File: src/rtl/rfa_pkg.sv
// Shared constants and helpers for the register-file-access arbiter.
// Channel map: SIMD units occupy channels 0-3, SIMF units channels 4-7.
package rfa_pkg;

   localparam int RFA_NUM_REQ      = 8;
   localparam int RFA_SEL_WIDTH    = 16;
   localparam int RFA_SEL_BASE     = 0;
   localparam int RFA_STARVE_LIMIT = 15;
   localparam int RFA_CNT_W        = 8;
   localparam int RFA_MAX_REQ      = 16;

   localparam int SIMD0 = 0;
   localparam int SIMD1 = 1;
   localparam int SIMD2 = 2;
   localparam int SIMD3 = 3;
   localparam int SIMF0 = 4;
   localparam int SIMF1 = 5;
   localparam int SIMF2 = 6;
   localparam int SIMF3 = 7;

   // OR-reduction encoder; the result is only meaningful for a one-hot input.
   function automatic logic [3:0] onehot_to_idx(input logic [RFA_MAX_REQ-1:0] oh);
      logic [3:0] idx;
      idx = '0;
      for (int i = 0; i < RFA_MAX_REQ; i++) begin
         if (oh[i]) idx = idx | 4'(i);
      end
      return idx;
   endfunction

endpackage

File: src/rtl/rfa_rr_pick.sv
// Rotating-priority picker: first set request at or after ptr_i, wrapping.
// With ptr_i tied to zero it degenerates into a lowest-index-first picker.
module rfa_rr_pick
   import rfa_pkg::*;
#(
   parameter int N = 8,
   localparam int PTR_W = $clog2(N)
) (
   input  logic [N-1:0]     req_i,
   input  logic [PTR_W-1:0] ptr_i,
   output logic [N-1:0]     gnt_oh_o,
   output logic [PTR_W-1:0] gnt_idx_o,
   output logic             any_o
);

   int               j;
   logic [PTR_W-1:0] jj;

   // Scan offsets from farthest to nearest so the nearest hit is the last write.
   always_comb begin
      gnt_oh_o = '0;
      j        = 0;
      jj       = '0;
      for (int k = N - 1; k >= 0; k--) begin
         j  = (int'(ptr_i) + k) % N;
         jj = PTR_W'(j);
         if (req_i[jj]) begin
            gnt_oh_o     = '0;
            gnt_oh_o[jj] = 1'b1;
         end
      end
   end

   assign any_o     = |req_i;
   assign gnt_idx_o = PTR_W'(onehot_to_idx(RFA_MAX_REQ'(gnt_oh_o)));

endmodule

File: src/rtl/rfa_rr_arbiter.sv
// Round-robin arbiter for the shared VGPR/SGPR read port with double-width
// ops, external stall and per-channel starvation override.
module rfa_rr_arbiter
   import rfa_pkg::*;
#(
   parameter int NUM_REQ      = RFA_NUM_REQ,
   parameter int SEL_WIDTH    = RFA_SEL_WIDTH,
   parameter int SEL_BASE     = RFA_SEL_BASE,
   parameter int STARVE_LIMIT = RFA_STARVE_LIMIT,
   parameter int CNT_W        = RFA_CNT_W
) (
   input  logic                 clk,
   input  logic                 rst,
   input  logic [NUM_REQ-1:0]   req_valid,
   input  logic [NUM_REQ-1:0]   req_double,
   input  logic                 ext_stall,
   output logic [NUM_REQ-1:0]   req_serviced,
   output logic [SEL_WIDTH-1:0] execvgprsgpr_select_fu,
   output logic                 port_busy,
   output logic                 starve_active
);

   localparam int             PTR_W = $clog2(NUM_REQ);
   localparam logic [CNT_W-1:0] LIMIT = CNT_W'(STARVE_LIMIT);

   logic [PTR_W-1:0] rr_ptr_q, rr_ptr_d;
   logic             busy_q, busy_d;
   logic [PTR_W-1:0] busy_ch_q, busy_ch_d;
   logic [CNT_W-1:0] wait_cnt_q [NUM_REQ];
   logic [CNT_W-1:0] wait_cnt_d [NUM_REQ];

   logic [NUM_REQ-1:0] starved;
   logic [NUM_REQ-1:0] rr_oh, st_oh, gnt_oh, owner_oh;
   logic [PTR_W-1:0]   rr_idx, st_idx, gnt_idx;
   logic               rr_any, st_any, grant;

   always_comb begin
      starved = '0;
      for (int i = 0; i < NUM_REQ; i++) begin
         starved[i] = req_valid[i] && (wait_cnt_q[i] >= LIMIT);
      end
   end

   rfa_rr_pick #(.N(NUM_REQ)) u_rr_pick (
      .req_i     (req_valid),
      .ptr_i     (rr_ptr_q),
      .gnt_oh_o  (rr_oh),
      .gnt_idx_o (rr_idx),
      .any_o     (rr_any)
   );

   rfa_rr_pick #(.N(NUM_REQ)) u_starve_pick (
      .req_i     (starved),
      .ptr_i     ('0),
      .gnt_oh_o  (st_oh),
      .gnt_idx_o (st_idx),
      .any_o     (st_any)
   );

   // The busy cycle keeps the port for the double op regardless of ext_stall.
   always_comb begin
      grant    = !busy_q && !ext_stall && rr_any;
      gnt_oh   = st_any ? st_oh : rr_oh;
      gnt_idx  = st_any ? st_idx : rr_idx;
      owner_oh = '0;
      if (busy_q) begin
         owner_oh = NUM_REQ'(1) << busy_ch_q;
      end else if (grant) begin
         owner_oh = gnt_oh;
      end
   end

   always_comb begin
      req_serviced           = '0;
      execvgprsgpr_select_fu = '0;
      port_busy              = 1'b0;
      starve_active          = 1'b0;
      if (!rst) begin
         req_serviced                                = grant ? gnt_oh : '0;
         execvgprsgpr_select_fu[SEL_BASE +: NUM_REQ] = owner_oh;
         port_busy                                   = busy_q;
         starve_active                               = grant && st_any;
      end
   end

   always_comb begin
      rr_ptr_d  = rr_ptr_q;
      busy_d    = 1'b0;
      busy_ch_d = busy_ch_q;
      if (grant) begin
         rr_ptr_d  = (gnt_idx == PTR_W'(NUM_REQ - 1)) ? '0 : gnt_idx + PTR_W'(1);
         busy_d    = req_double[gnt_idx];
         busy_ch_d = gnt_idx;
      end
      for (int i = 0; i < NUM_REQ; i++) begin
         if (!req_valid[i] || (grant && gnt_oh[i])) begin
            wait_cnt_d[i] = '0;
         end else if (wait_cnt_q[i] >= LIMIT) begin
            wait_cnt_d[i] = LIMIT;
         end else begin
            wait_cnt_d[i] = wait_cnt_q[i] + CNT_W'(1);
         end
      end
   end

   always_ff @(posedge clk) begin
      if (rst) begin
         rr_ptr_q <= '0;
         busy_q   <= 1'b0;
         for (int i = 0; i < NUM_REQ; i++) wait_cnt_q[i] <= '0;
      end else begin
         rr_ptr_q <= rr_ptr_d;
         busy_q   <= busy_d;
         for (int i = 0; i < NUM_REQ; i++) wait_cnt_q[i] <= wait_cnt_d[i];
      end
      busy_ch_q <= busy_ch_d;
   end

endmodule

File: config.mk
export PLATFORM = sky130hd
export DESIGN_NAME = rfa_rr_arbiter
export DESIGN_NICKNAME = d
export VERILOG_FILES = /design/src/rtl/rfa_pkg.sv /design/src/rtl/rfa_rr_pick.sv /design/src/rtl/rfa_rr_arbiter.sv
export SDC_FILE = /design/constraint.sdc
export NUM_CORES = 1
export LEC_CHECK = 0
export CAP_MARGIN = 10
export CELL_PAD_IN_SITES_DETAIL_PLACEMENT = 1
export CELL_PAD_IN_SITES_GLOBAL_PLACEMENT = 1
export CORE_ASPECT_RATIO = 0.9
export CORE_MARGIN = 1.5
export CORE_UTILIZATION = 33
export CTS_BUF_LIST = sky130_fd_sc_hd__clkbuf_8 sky130_fd_sc_hd__clkbuf_16
export CTS_CLUSTER_DIAMETER = 40
export DETAILED_ROUTE_END_ITERATION = 8
export PLACE_DENSITY = 0.68
export SYNTH_ARGS = -nofsm -noshare
export SYNTH_HDL_FRONTEND = slang
export SYNTH_SLANG_ARGS = --single-unit
File: constraint.sdc
create_clock -name clk -period 9.8 [get_ports clk]
set_input_delay 1.96 -clock clk [delete_from_list [all_inputs] [get_ports clk]]
set_output_delay 1.96 -clock clk [all_outputs]
set_load 0.05 [all_outputs]
==> metrics.md <==
| Metric | Value |
|---|---|
| Largest net degree at the start of global routing | 35 |
| RSZ-0062 raised after global routing | no |
| Final setup fails | 0 |
| Hold path start | wait_cnt_q[0][8]$_SDFF_PP0_ |
| Area leader, netlist | dfxtp_1 |
| Setup crit start kind | input port |
| CTS Buf Count | 9 |
| Post-detail-place hpwl | roughly 9700 um |
| Clk Latency, worst-skew pair | approximately 330 ps |
| Top cell type's share of synthesized area | 0.319 |
| Hold path cells | 1 |
| Reg2Reg Depth | 15 |
| Syn Inst Count | around 480 |
| Internal power | 580 uW |
| Slowest stage cell, crit path | clkdlybuf4s50_1 |
| Post-cts resize count | 0 |
| Min-Delay Endpoint | wait_cnt_q[0][8]$_SDFF_PP0_ |
| Hold Violations, Final | 0 |
| Ys async rst share | 0 |
| Slew headroom | 0.445 |
| Core Rows | 39 |
| Clock share of power | 0.358 |
| Setup TNS | 0 ps |
| Critical path buffers and inverters | 2 |
| Worst-path cell chain | clkdlybuf4s50_1 > mux2i_1 > mux4_2 > mux2i_1 > o221a_2 > o31ai_1 > nand3_1 > a21o_1 > or2_2 > a21oi_1 > clkdlybuf4s50_1 |
| Arrival time worst endpoint | around 6100 ps |
| Vias/cell | about 5.5 |
| Commonest non-fill, non-tap cell in the layout | dfxtp_1 |
| VDD IR max | 0.124 mV |
| Post-DR wirelength/cell | around 18 um |
| Min Tclk post-route | 8080 ps |
| Routed WL | 12800 um |
| Synth Register Bits | 71 |
| Longest Clk Path Bufs | 2 |
| R2r endpoint | rr_ptr_q[0]$_SDFFE_PP0P_ |
| Max_cap viols | 0 |
| LEAKAGE | approximately 2.0 nW |
| Part of the Yosys area used for sequential elements | 0.340 |
| P&R area growth vs syn | 19.7% |
| Vias | a little under 4000 |
| Cell variety after synth | between 60 and 70 |
| Number of global-route vias before repair | 4022 |
| Starting Density | 0.338 |
| Worst Path Required | roughly 8000 ps |
| Die X-Extent | between 100 and 150 um |
| Kind of critical path | in2out |
| Net Switching | ~290 uW |
| R2R Setup Slk | between 4000 and 5000 ps |
| Total die area | ~14000 um^2 |
| Slew @ Worst Pin | between 800 and 900 ps |
| Core ar. | between 10000 and 15000 um^2 |
| Buffer count from post-CTS setup fixing | 0 |
| Ant. Diodes | 0 |
| Sequential share of power | 0.368 |
| Root Buffer Master | clkbuf_16 |
| Hold-fix buffers, CTS | 0 |
| IO Pins | 45 |
| Initial antenna violation count | 0 |
| Clock-pin slew on the worst setup and hold paths | 60 ps |
| Nets | about 570 |
| Routability-driven placement congestion ratio | around 0.95 |
| # DRC | 0 |
| PD cells | 170 nW/um^2 |
| Top post-synthesis cells by area | dfxtp_1, mux2i_1, ha_1 |
| Cell family contributing the most delay on the critical path | buffers and inverters |
| Most frequent cells in the layout | dfxtp_1, nor2_1, conb_1 |
| Launching point of the worst reg2reg path | rr_ptr_q[0]$_SDFFE_PP0P_ |
| Fmax | roughly 120 MHz |
| CTS sink count | 71 |
| Status | finished, final reports clean |
| Period utilization | 0.825 |
| Hold crit path type | reg2reg |
| Syn Area/Cell | about 9 um^2 |
| First-pass GRT wire length | 21100 um |
| Initial drt markers | approximately 170 |
| CP Max Fanout | 11 |
| Skew final | 5.17 ps |
| Gr ovfl total | 0 |
| Crit path largest cell delay | roughly 850 ps |
| Port Buffers | 36 |
| Final Core Density | 0.405 |
| Filler Cells Inserted | 1481 |
| Htree depth | 3 |
| Yosys warns | 0 |
| CTS tree | built |
| Switching Fraction | 0.333 |
| DRT antenna net count | 0 |
| EDFF count, synth | 3 |
| Post-synth top flop | dfxtp_1 |
| Die height | around 110 um |
| Fraction of layout cells with a size suffix above 1 | 0.0939 |
| Total track usage | 0.201 |
| Max-slew violation count | 0 |
| Pre-antenna DRT Iters | 4 |
| Post-Syn Area | around 4300 um^2 |
| Combinational share of power | 0.274 |
| Critical Path End Type | output pin |
[cell usage after synthesis, types with 3 or more instances]
master / number
nand2b_1: 9
or4_1: 8
a311o_1: 3
a211o_1: 3
dfxtp_1: 68
o22ai_1: 6
edfxtp_1: 3
clkbuf_1: 13
and2_1: 4
a21oi_1: 35
buf_4: 9
mux4_2: 7
or2_2: 3
ha_1: 15
a2111oi_0: 3
nand2_1: 34
nand3b_1: 5
nor2_1: 44
o31ai_1: 3
a31oi_1: 6
inv_1: 13
o21ai_0: 20
nand4_1: 5
and3_1: 11
nor3_1: 10
o211ai_1: 6
mux2_2: 8
nor4_1: 3
buf_2: 3
mux2i_1: 19
a21o_1: 4
nor2b_1: 7
nand3_1: 18
xnor2_1: 10
xor2_1: 10
a211oi_1: 6
a31o_2: 3
[metrics by stage]
step                cells  hold slack [ps]  setup WS (ps)  cell area (um^2)  power [mW]
floorplan             518              437           2470              4420       0.500
global placement      691              452           1870              4820       0.558
detailed placement    691              463           1810              4820       0.559
CTS                   707              472           1790              5110       0.875
global route          707              508           1580              5110       0.915
finish                707              467           1720              5110       0.869
[area by class of cell]
cell class	instances	area, um^2	area share
well taps	164	205	0.0401
clock buffers	10	250	0.0489
clock inverters	6	42.5	0.00832
inverters	14	52.6	0.0103
flip-flops and latches	71	1450	0.284
multi-input cells	404	2740	0.535
repair buffers	38	375	0.0734
[flip-flops by register name, summed over array words and instances (netlist names)]
register	flops
busy_ch_q	3
busy_q	1
rr_ptr_q	3
wait_cnt_q	64
[power groups by stage]
stage	Clock [mW]	Sequential [mW]	Combinational, mW
3_3_place_gp	0	0.325	0.233
4_1_cts	0.321	0.320	0.235
3_5_place_dp	0	0.326	0.233
5_1_grt	0.335	0.322	0.258
6_report	0.311	0.320	0.238
2_1_floorplan	0	0.322	0.178
[worst max-delay path by stage]
| stage | cells past startpoint | start | end |
|---|---|---|---|
| 3_3_place_gp | 11 | req_valid[2] | execvgprsgpr_select_fu[4] |
| 6_report | 11 | req_valid[6] | execvgprsgpr_select_fu[4] |
| 2_1_floorplan | 11 | req_valid[1] | execvgprsgpr_select_fu[7] |
| 3_5_place_dp | 11 | req_valid[6] | execvgprsgpr_select_fu[4] |
| 4_1_cts | 11 | req_valid[6] | execvgprsgpr_select_fu[4] |
| 5_1_grt | 11 | req_valid[6] | execvgprsgpr_select_fu[4] |
[metal layers]
metal	wire length (um)	share of wire	track usage
met1	5790	0.45	0.268
met4	253	0.020	0.0721
met5	0	0	0
met3	722	0.056	0.0386
met2	6070	0.47	0.319
[cell families (layout without fill, tap and decap cells)]
group / after synthesis / count (layout) / synth area share
AOI/OAI and AO/OA: 125 / 125 / 0.205
DFF: 71 / 71 / 0.340
xor gates and xnor gates: 21 / 21 / 0.0448
other: 1 / 40 / 0.000878
buffers and inverters: 43 / 68 / 0.0539
muxes: 37 / 37 / 0.116
adders and majority gates: 15 / 15 / 0.0439
and+or+nand+nor: 166 / 166 / 0.196
(Power assumes the default switching activity.)
